### src/rtl/number_sequencer.sv
// Sequencer for the 5-bit number detector: drives num by button step, timed run or switch load.
// Ports: clk, rst_n, run/step/load buttons, dir, sw, match_mask, led_in -> num, led_out, running, wrap.
module number_sequencer #(
  parameter int TICK_DIV = 50_000_000
) (
  input  logic       clk,
  input  logic       rst_n,
  input  logic       run_btn,
  input  logic       step_btn,
  input  logic       load_btn,
  input  logic       dir,
  input  logic [4:0] sw,
  input  logic [4:0] match_mask,
  input  logic [4:0] led_in,
  output logic [4:0] num,
  output logic [4:0] led_out,
  output logic       running,
  output logic       wrap
);

  localparam int PW = $clog2(TICK_DIV);
  localparam logic [PW-1:0] TOP = PW'(TICK_DIV - 1);

  typedef enum logic {
    PAUSE = 1'b0,
    RUN   = 1'b1
  } state_t;

  state_t state, state_d;

  logic [PW-1:0] presc, presc_d;
  logic [4:0]    num_d;
  logic [4:0]    nxt;
  logic          wrap_d;
  logic          adv_q, adv_d;

  // bit 0 run, bit 1 step, bit 2 load
  logic [2:0] btn;
  logic [2:0] s1, s2, prev;
  logic [2:0] pulse;

  logic run_p, step_p, load_p;
  logic tick, apause, adv;

  assign btn    = {load_btn, step_btn, run_btn};
  assign pulse  = s2 & ~prev;
  assign run_p  = pulse[0];
  assign step_p = pulse[1];
  assign load_p = pulse[2];

  assign tick   = (state == RUN) && (presc == TOP);
  assign apause = (state == RUN) && adv_q &&
                  (|(led_in & match_mask));
  assign adv    = ((state == PAUSE) && step_p) || tick;
  assign nxt    = dir ? num - 5'd1 : num + 5'd1;

  always_comb begin
    state_d = state;
    presc_d = presc;
    num_d   = num;
    wrap_d  = 1'b0;
    adv_d   = 1'b0;

    if (state == RUN) begin
      presc_d = tick ? '0 : presc + 1'b1;
    end

    // load wins over any advance on the same edge
    if (load_p) begin
      num_d   = sw;
      presc_d = '0;
    end else if (adv) begin
      num_d  = nxt;
      wrap_d = dir ? (num == 5'd0) : (num == 5'd31);
      adv_d  = tick;
    end

    // auto-pause swallows a coincident run pulse
    case (state)
      PAUSE: begin
        if (run_p) begin
          state_d = RUN;
          presc_d = '0;
        end
      end
      RUN: begin
        if (apause || run_p) begin
          state_d = PAUSE;
          presc_d = '0;
        end
      end
      default: state_d = PAUSE;
    endcase
  end

  always_ff @(posedge clk or negedge rst_n) begin
    if (!rst_n) begin
      s1      <= '0;
      s2      <= '0;
      prev    <= '0;
      state   <= PAUSE;
      presc   <= '0;
      num     <= '0;
      wrap    <= 1'b0;
      adv_q   <= 1'b0;
      led_out <= '0;
    end else begin
      s1      <= btn;
      s2      <= s1;
      prev    <= s2;
      state   <= state_d;
      presc   <= presc_d;
      num     <= num_d;
      wrap    <= wrap_d;
      adv_q   <= adv_d;
      led_out <= led_in;
    end
  end

  assign running = (state == RUN);

endmodule

### config.mk
export PLATFORM = sky130hd
export DESIGN_NAME = number_sequencer
export DESIGN_NICKNAME = d
export VERILOG_FILES = /design/src/rtl/number_sequencer.sv
export SDC_FILE = /design/constraint.sdc
export NUM_CORES = 1
export LEC_CHECK = 0
export ABC_AREA = 1
export BUFFER_PORTS_ARGS = -buffer_cell sky130_fd_sc_hd__buf_2
export CORE_AREA = 3 3 56 96
export DETAILED_ROUTE_END_ITERATION = 7
export DIE_AREA = 0 0 59 99
export PLACE_DENSITY = 0.77
export RECOVER_POWER = 25
export SYNTH_ARGS = -nofsm -noshare
export SYNTH_HDL_FRONTEND = slang
export SYNTH_SLANG_ARGS = --single-unit
### constraint.sdc
create_clock -name clk -period 1.8 [get_ports clk]
set_input_delay 0.09 -clock clk [delete_from_list [all_inputs] [get_ports clk]]
set_output_delay 0.09 -clock clk [all_outputs]
set_load 0.1 [all_outputs]
## Word level (Yosys, flattened, before mapping)

Index checks and enable logic that the tools add are counted.

- Register bits after elaboration: 48
- Input bits: 21
- Output and inout port bits: 12
- Word-level logic and storage cells: 44

- Mux-type cells: 17
- Equal/unequal tests: 2
- Reduce and logical (&&, ||, !) cells: 9
- Add/subtract/negate cells: 3
- Bitwise operators: 4

Operators by type and width:

| kind | number |
|---|---|
| 26-bit two-way mux | 5 |
| 26-bit one-hot mux with 2 select lines | 1 |
| 26-bit by 1-bit adder with 26-bit output, second input constant | 1 |
| 26-bit == test, second input constant | 1 |
| 5-bit two-way mux | 3 |
| 1-bit two-way mux | 7 |
| 5-bit by 1-bit adder with 5-bit output, second input constant | 1 |
| 5-bit bitwise AND | 1 |
| 5-bit == test, second input constant | 1 |
| 5-bit logical NOT | 1 |
| 5-bit OR reduction | 1 |
| 5-bit by 1-bit subtractor with 5-bit output, second input constant | 1 |
| 1-bit logical AND | 4 |
| 3-bit bitwise AND | 1 |
| 3-bit inverter | 1 |
| 1-bit logical OR | 2 |
| 1-bit one-hot mux with 2 select lines | 1 |
| 2-bit nonzero test | 1 |
| 1-bit inverter | 1 |

## Logic depth before layout (Yosys ltp)

- Word-level depth: 7
- Mapped depth: 10
- Gate-level depth less buffers: 10

## Least setup slack after synthesis

OpenSTA, ideal clock, no wires.

- Path kind: register to register
- Start point: register state, in the netlist running
- End point: register presc[11]
- Slack: -217 ps
- Setup time: 120 ps
- Stages on the path, launching flop included: 9
- Arrival: 1,897 ps
- Clock period less this slack: 2,017 ps
- Buffers on the path: 1
- Required time: 1,680 ps
- Cells stage by stage: dfrtp_1 inv_2 nor2_2 nand3_2 clkinv_2 nand3_4 nand2_2 buf_6 nor2_1

- Cells in the longest elaborated chain, start to end: 6
- Elaborated cells on any way between the ends: 11
- Classes of those cells: mux (6); bitwise (1); reduce/logical (4)

Ends and longest elaborated chain:

| element | RTL line | text |
|---|---|---|
| start: declaration | 29 | `state_t state, state_d;` |
| start signal: assignment | 111 | `state <= state_d;` |
| 1-bit logical AND | 51 | `assign tick = (state == RUN) && (presc == TOP);` |
| 26-bit two-way mux | 65 | `presc_d = tick ? '0 : presc + 1'b1;` |
| 26-bit two-way mux | 64 | `if (state == RUN) begin` |
| 26-bit two-way mux | 69 | `if (load_p) begin` |
| 26-bit two-way mux, on equally long branches | 87, 81 |  |
| 26-bit one-hot mux with 2 select lines * | 79 | `case (state)` |
| named net presc_d[11] | 31 | `logic [PW-1:0] presc, presc_d;` |
| end signal: assignment | 112 | `presc <= presc_d;` |
| end: declaration | 31 |  |

Mark *: on every way through the listed nets, which the timed path passes. The rest lies on a longest branch.
A chain may end at the register's enable or synchronous reset.

## Final worst setup path

- Start point: register presc[0]
- End point: register presc[5]

- Cells in the longest elaborated chain, start to end: 7
- Elaborated cells on any way between the ends: 9
- Classes of those cells: add/sub (1); eq/ne (1); mux (6); reduce/logical (1)

Ends and longest elaborated chain:

| element | RTL line |
|---|---|
| parallel branches: the longest is 2 deep, another holds 26-bit by 1-bit adder with 26-bit output | n/a |
| 26-bit two-way mux * | 65 |
| 26-bit two-way mux * | 64 |
| 26-bit two-way mux * | 69 |
| 26-bit two-way mux, on equally long branches | 87, 81 |
| 26-bit one-hot mux with 2 select lines * | 79 |
| named net presc_d[5] | 31 |

Mark *: on every way through the listed nets, which the timed path passes.

==> results summary <==
The number of placed instances, taps included came out at between 400 and 500. The combined area of the multi-input logic cells came out at 1260 um^2. The adder and majority cell fraction of the synthesized area is around 2.6%.

The worst register-to-register path ends at presc[5]. The synthesized netlist cell count is 350. The number of unique standard cell types used by synthesis came out at 31. Data on the critical path arrives at its endpoint at roughly 1900 ps. The actual transition at the worst max-transition pin is between 400 and 500 ps. Detailed placement ended at an HPWL of a little under 5 mm. The fraction of the core area covered by cells at the end of the flow is between 60% and 70%.

The kind of cell adding the most delay to the critical path is simple AND/OR/NAND/NOR gates. The worst register-to-register path begins at presc[0]. When the netlist entered floorplanning its net count stood at 376.

The area inside the core boundary came out at between 4000 and 5000 um^2. The total number of H-tree levels is 2. The count of nets left with antenna violations once routing finished came out at 0. The static power due to leakage came out at approximately 1.5 nW. Ranked by total cell area, the synthesized netlist is headed by sky130_fd_sc_hd__dfrtp_1 45%, sky130_fd_sc_hd__nand2_1 13%, sky130_fd_sc_hd__nor2_1 7.9%. 33 I/O pins were placed. The number of antenna violations at the first check in global routing is 0.

Counting instances, the worst hold path has a depth of 5. The starting DRC count in detailed routing came out at 125. The iteration count of the initial detailed-routing pass came out at 4. The average routed wire per standard cell is around 14 um. By area, the combinational part of the netlist is dominated by simple AND/OR/NAND/NOR gates. Across all register-to-register paths, the minimum setup slack is 120 ps. The antenna cell count came out at 0. The pin count of the biggest net entering global routing is 43. The residual overflow from global routing came out at 0. In this run switching power makes up roughly two fifths of total power. The power share of the sequential group is approximately 41%. TritonCTS built the clock tree. The synthesized netlist devotes roughly 37% of its cell area to simple gates. The category of the critical setup timing path is reg2reg. The full die area came out at slightly below 6000 um^2. The worst hold margin came out at slightly below 90 ps. The depth of the worst register-to-register path is 9. The quantity of I/O buffers inserted on ports is 32. The later-pin clock latency in the skew report came out at approximately 310 ps. The area fraction of the dominant cell type after synthesis came out at 45.3%. The first-pass GRT wire length came out at 10.8 mm.

The synthesized design contains 48 register bits. The largest single stage delay on the critical path is approximately 390 ps. The number of maximum-capacitance violations came out at 0. After routing the design area is about 3200 um^2.

The total negative setup slack came out at 0 ps. The end of the worst hold path is num[4]. The count of pins over their slew limit came out at 0. The worst-case IR drop observed on VDD is 1.30 mV. STA classifies the critical path endpoint as a register.

The final setup violation count came out at 0. The compound-gate portion of the synthesized area is between 5 and 6%. Averaged over all synthesized cells, the footprint is 7.57 um^2. The layout overhead on the synthesized area came out at 19.6%.

Of the cells placed in the final design, the portion with a size suffix greater than 1 is around a fifth. Static timing analysis puts the maximum clock frequency at roughly 600 MHz. The final RePlAce weighted congestion is between 0.9 and 1. The combined area of all synthesized cells is ~2600 um^2. The headroom to the max-slew limit came out at slightly below 70%. The width of the die is 59 um. The starting density of the core came out at 56.3%. The clock-pin slew on the worst setup and hold paths is approximately 100 ps. The combined flip-flop and latch cell area is between 1000 and 1500 um^2. The final period demand of the worst path came out at 1680 ps. The final number of hold-violating endpoints is 0. The net count of the finished layout is approximately 430. The share of total power dissipated in combinational logic is 32.8%.

The post-synthesis xor/xnor area fraction is under 10%. The largest clock skew in the final design came out at approximately 11 ps. The filler-free cell count of the finished design is approximately 460. STA classifies the critical path startpoint as a register. The sequential-to-total area share from yosys stat came out at 45.3%.

The slowest stage of the critical path is the sky130_fd_sc_hd__dfrtp_1 cell. Summed over all instances, the cell type with the most area after synthesis is sky130_fd_sc_hd__dfrtp_1. The worst path buffer plus inverter count came out at 2. The start point of the worst min-delay path is sw[4]. The path category of the worst min-delay check is in2reg. The number of design rule violations left after detail routing is 0. The signal on the critical path passes through ha_1, nand2_1, nor2_2, nand3_2, clkinv_2, nand3_4, nand2_2, buf_12, nor2_1. The via density per instance is roughly 5.4. The data required time at the worst endpoint came out at 2010 ps. The total number of vias is between 2,000 and 2,500.

The placed instances occupy a cell area of 2930 um^2. The multiplexer fraction of the synthesized cell area came out at 0%. The clock sink count came out at between 40 and 50. The final cycle utilization of the critical path came out at between 90% and 100%. The number of cells on the critical path is 9.

The height of the die is 99 um. Setup repair after global routing left no endpoint under its margin. The overall routed net length came out at 6.40 mm. The number of fill cells in the layout is 423. The tree is rooted in a sky130_fd_sc_hd__clkbuf_8. The analysis attributes to net switching a power of between 0.001 and 0.0015 W.

The via count of the first global-routing pass came out at roughly 2,400. The internal cell power is roughly 0.0019 W. Across every metal layer, demand over resource in global routing totals about a quarter. The initialized floorplan defines 33 standard-cell rows. The total CTS buffers is 5. The power density relative to cell area is between 900 and 1000 nW/um^2.

The largest driver fanout on the critical path is 15. The clock power share is 26.2%. The warning count from the yosys run came out at 0.

The run finished with clean final reports. The maximum clock insertion buffer count is 2.
## power by group through the flow
stage	Combinational (W)	Clock, W	Sequential [W]
2_1_floorplan	0.000334	0	0.00171
3_3_place_gp	0.000965	0	0.00129
3_5_place_dp	0.000982	0	0.00129
4_1_cts	0.000998	0.000820	0.00127
5_1_grt	0.00110	0.000862	0.00129
6_report	0.00102	0.000815	0.00128
## per-stage QoR
step                worst slack, ps  total power (W)
floorplan                      87.8          0.00204
global placement                217          0.00226
detailed placement              182          0.00227
CTS                             134          0.00309
global route                   7.32          0.00326
finish                          121          0.00311
## cell usage in the layout (no fill, tap or decap), types with 7 or more instances in the layout
cell and n:
sky130_fd_sc_hd__dlygate4sd3_1 9, sky130_fd_sc_hd__nand3_1 27, sky130_fd_sc_hd__nor2_1 55, sky130_fd_sc_hd__o21ai_0 13, sky130_fd_sc_hd__nand4_1 14, sky130_fd_sc_hd__buf_4 10
sky130_fd_sc_hd__dfrtp_1 43, sky130_fd_sc_hd__xor2_1 7, sky130_fd_sc_hd__buf_2 28, sky130_fd_sc_hd__nand2_1 93, sky130_fd_sc_hd__nor2_2 11, sky130_fd_sc_hd__a21oi_1 7
sky130_fd_sc_hd__inv_1 39
## tightest hold or removal path, stage by stage
cell	delay (ps)
sky130_fd_sc_hd__buf_2	70
sky130_fd_sc_hd__nand2_1	40
sky130_fd_sc_hd__nand2_1	50
sky130_fd_sc_hd__nand2_1	50
sky130_fd_sc_hd__nand2_1	50
## routing by layer
| metal | vias to the layer above | wire [um] | GRT usage [%] |
|---|---|---|---|
| li1 | 1220 | - | - |
| met1 | 1160 | 2320 | 25.5 |
| met2 | 74 | 3570 | 43.9 |
| met3 | 30 | 196 | 3.28 |
| met4 | 0 | 310 | 13.1 |
| met5 | - | 0 | 0 |
## what timing repair did
| item | in CTS | in global routing |
|---|---|---|
| buffers inserted | 0 | 4 |
| hold buffers | 9 | 0 |
| hold endpoints to repair | 56 | 0 |
| resized for setup | 0 | 1 |
| setup endpoints to repair | 0 | 14 |
## layout make-up
| cell class | instances | share of cell area [%] |
|---|---|---|
| Tap cell | 52 | 2.05 |
| Inverter | 43 | 5.13 |
| Clock inverter | 3 | 1.46 |
| Sequential cell | 48 | 38.1 |
| Clock buffer | 5 | 2.17 |
| Multi-Input combinational cell | 255 | 39.7 |
| Timing Repair Buffer | 53 | 11.4 |
## flip-flops by register name, indices dropped and copies added (netlist names)
name / flops
s2: 3
prev: 3
led_out: 5
wrap: 1
presc: 26
adv_q: 1
s1: 3
num: 5
running: 1
## cell families after synthesis
logic type / after synthesis
buf+inv: 47
compound gates: 26
fa+ha+maj: 5
xor+xnor: 8
simple gates: 216
flops: 48
## cell usage after synthesis
| cell type | n |
|---|---|
| sky130_fd_sc_hd__nor3_2 | 1 |
| sky130_fd_sc_hd__nand3b_1 | 1 |
| sky130_fd_sc_hd__o22ai_1 | 1 |
| sky130_fd_sc_hd__a21oi_1 | 7 |
| sky130_fd_sc_hd__buf_2 | 1 |
| sky130_fd_sc_hd__xnor2_1 | 1 |
| sky130_fd_sc_hd__inv_2 | 3 |
| sky130_fd_sc_hd__buf_6 | 2 |
| sky130_fd_sc_hd__nand2_1 | 93 |
| sky130_fd_sc_hd__dfrtp_1 | 48 |
| sky130_fd_sc_hd__nand2_2 | 4 |
| sky130_fd_sc_hd__a21boi_0 | 1 |
| sky130_fd_sc_hd__a32o_1 | 1 |
| sky130_fd_sc_hd__nand3_2 | 2 |
| sky130_fd_sc_hd__o31ai_1 | 1 |
| sky130_fd_sc_hd__nand4_1 | 14 |
| sky130_fd_sc_hd__o21ai_0 | 13 |
| sky130_fd_sc_hd__nand3_1 | 27 |
| sky130_fd_sc_hd__nor2_1 | 56 |
| sky130_fd_sc_hd__xor2_1 | 7 |
| sky130_fd_sc_hd__o21bai_1 | 2 |
| sky130_fd_sc_hd__inv_1 | 39 |
| sky130_fd_sc_hd__nor2_4 | 1 |
| sky130_fd_sc_hd__nor2_2 | 10 |
| sky130_fd_sc_hd__fa_1 | 1 |
| sky130_fd_sc_hd__or2_2 | 1 |
| sky130_fd_sc_hd__nor3_1 | 5 |
| sky130_fd_sc_hd__clkbuf_1 | 1 |
| sky130_fd_sc_hd__nand3_4 | 1 |
| sky130_fd_sc_hd__ha_1 | 4 |
| sky130_fd_sc_hd__clkinv_2 | 1 |
## worst max-delay path by stage
stage	startpoint	end
6_report	presc[0]	presc[5]
5_1_grt	presc[1]	presc[3]
4_1_cts	presc[1]	presc[12]
3_5_place_dp	presc[1]	presc[11]
3_3_place_gp	presc[10]	presc[11]
2_1_floorplan	running	presc[11]
No activity file was read; power rests on OpenSTA's default activity.
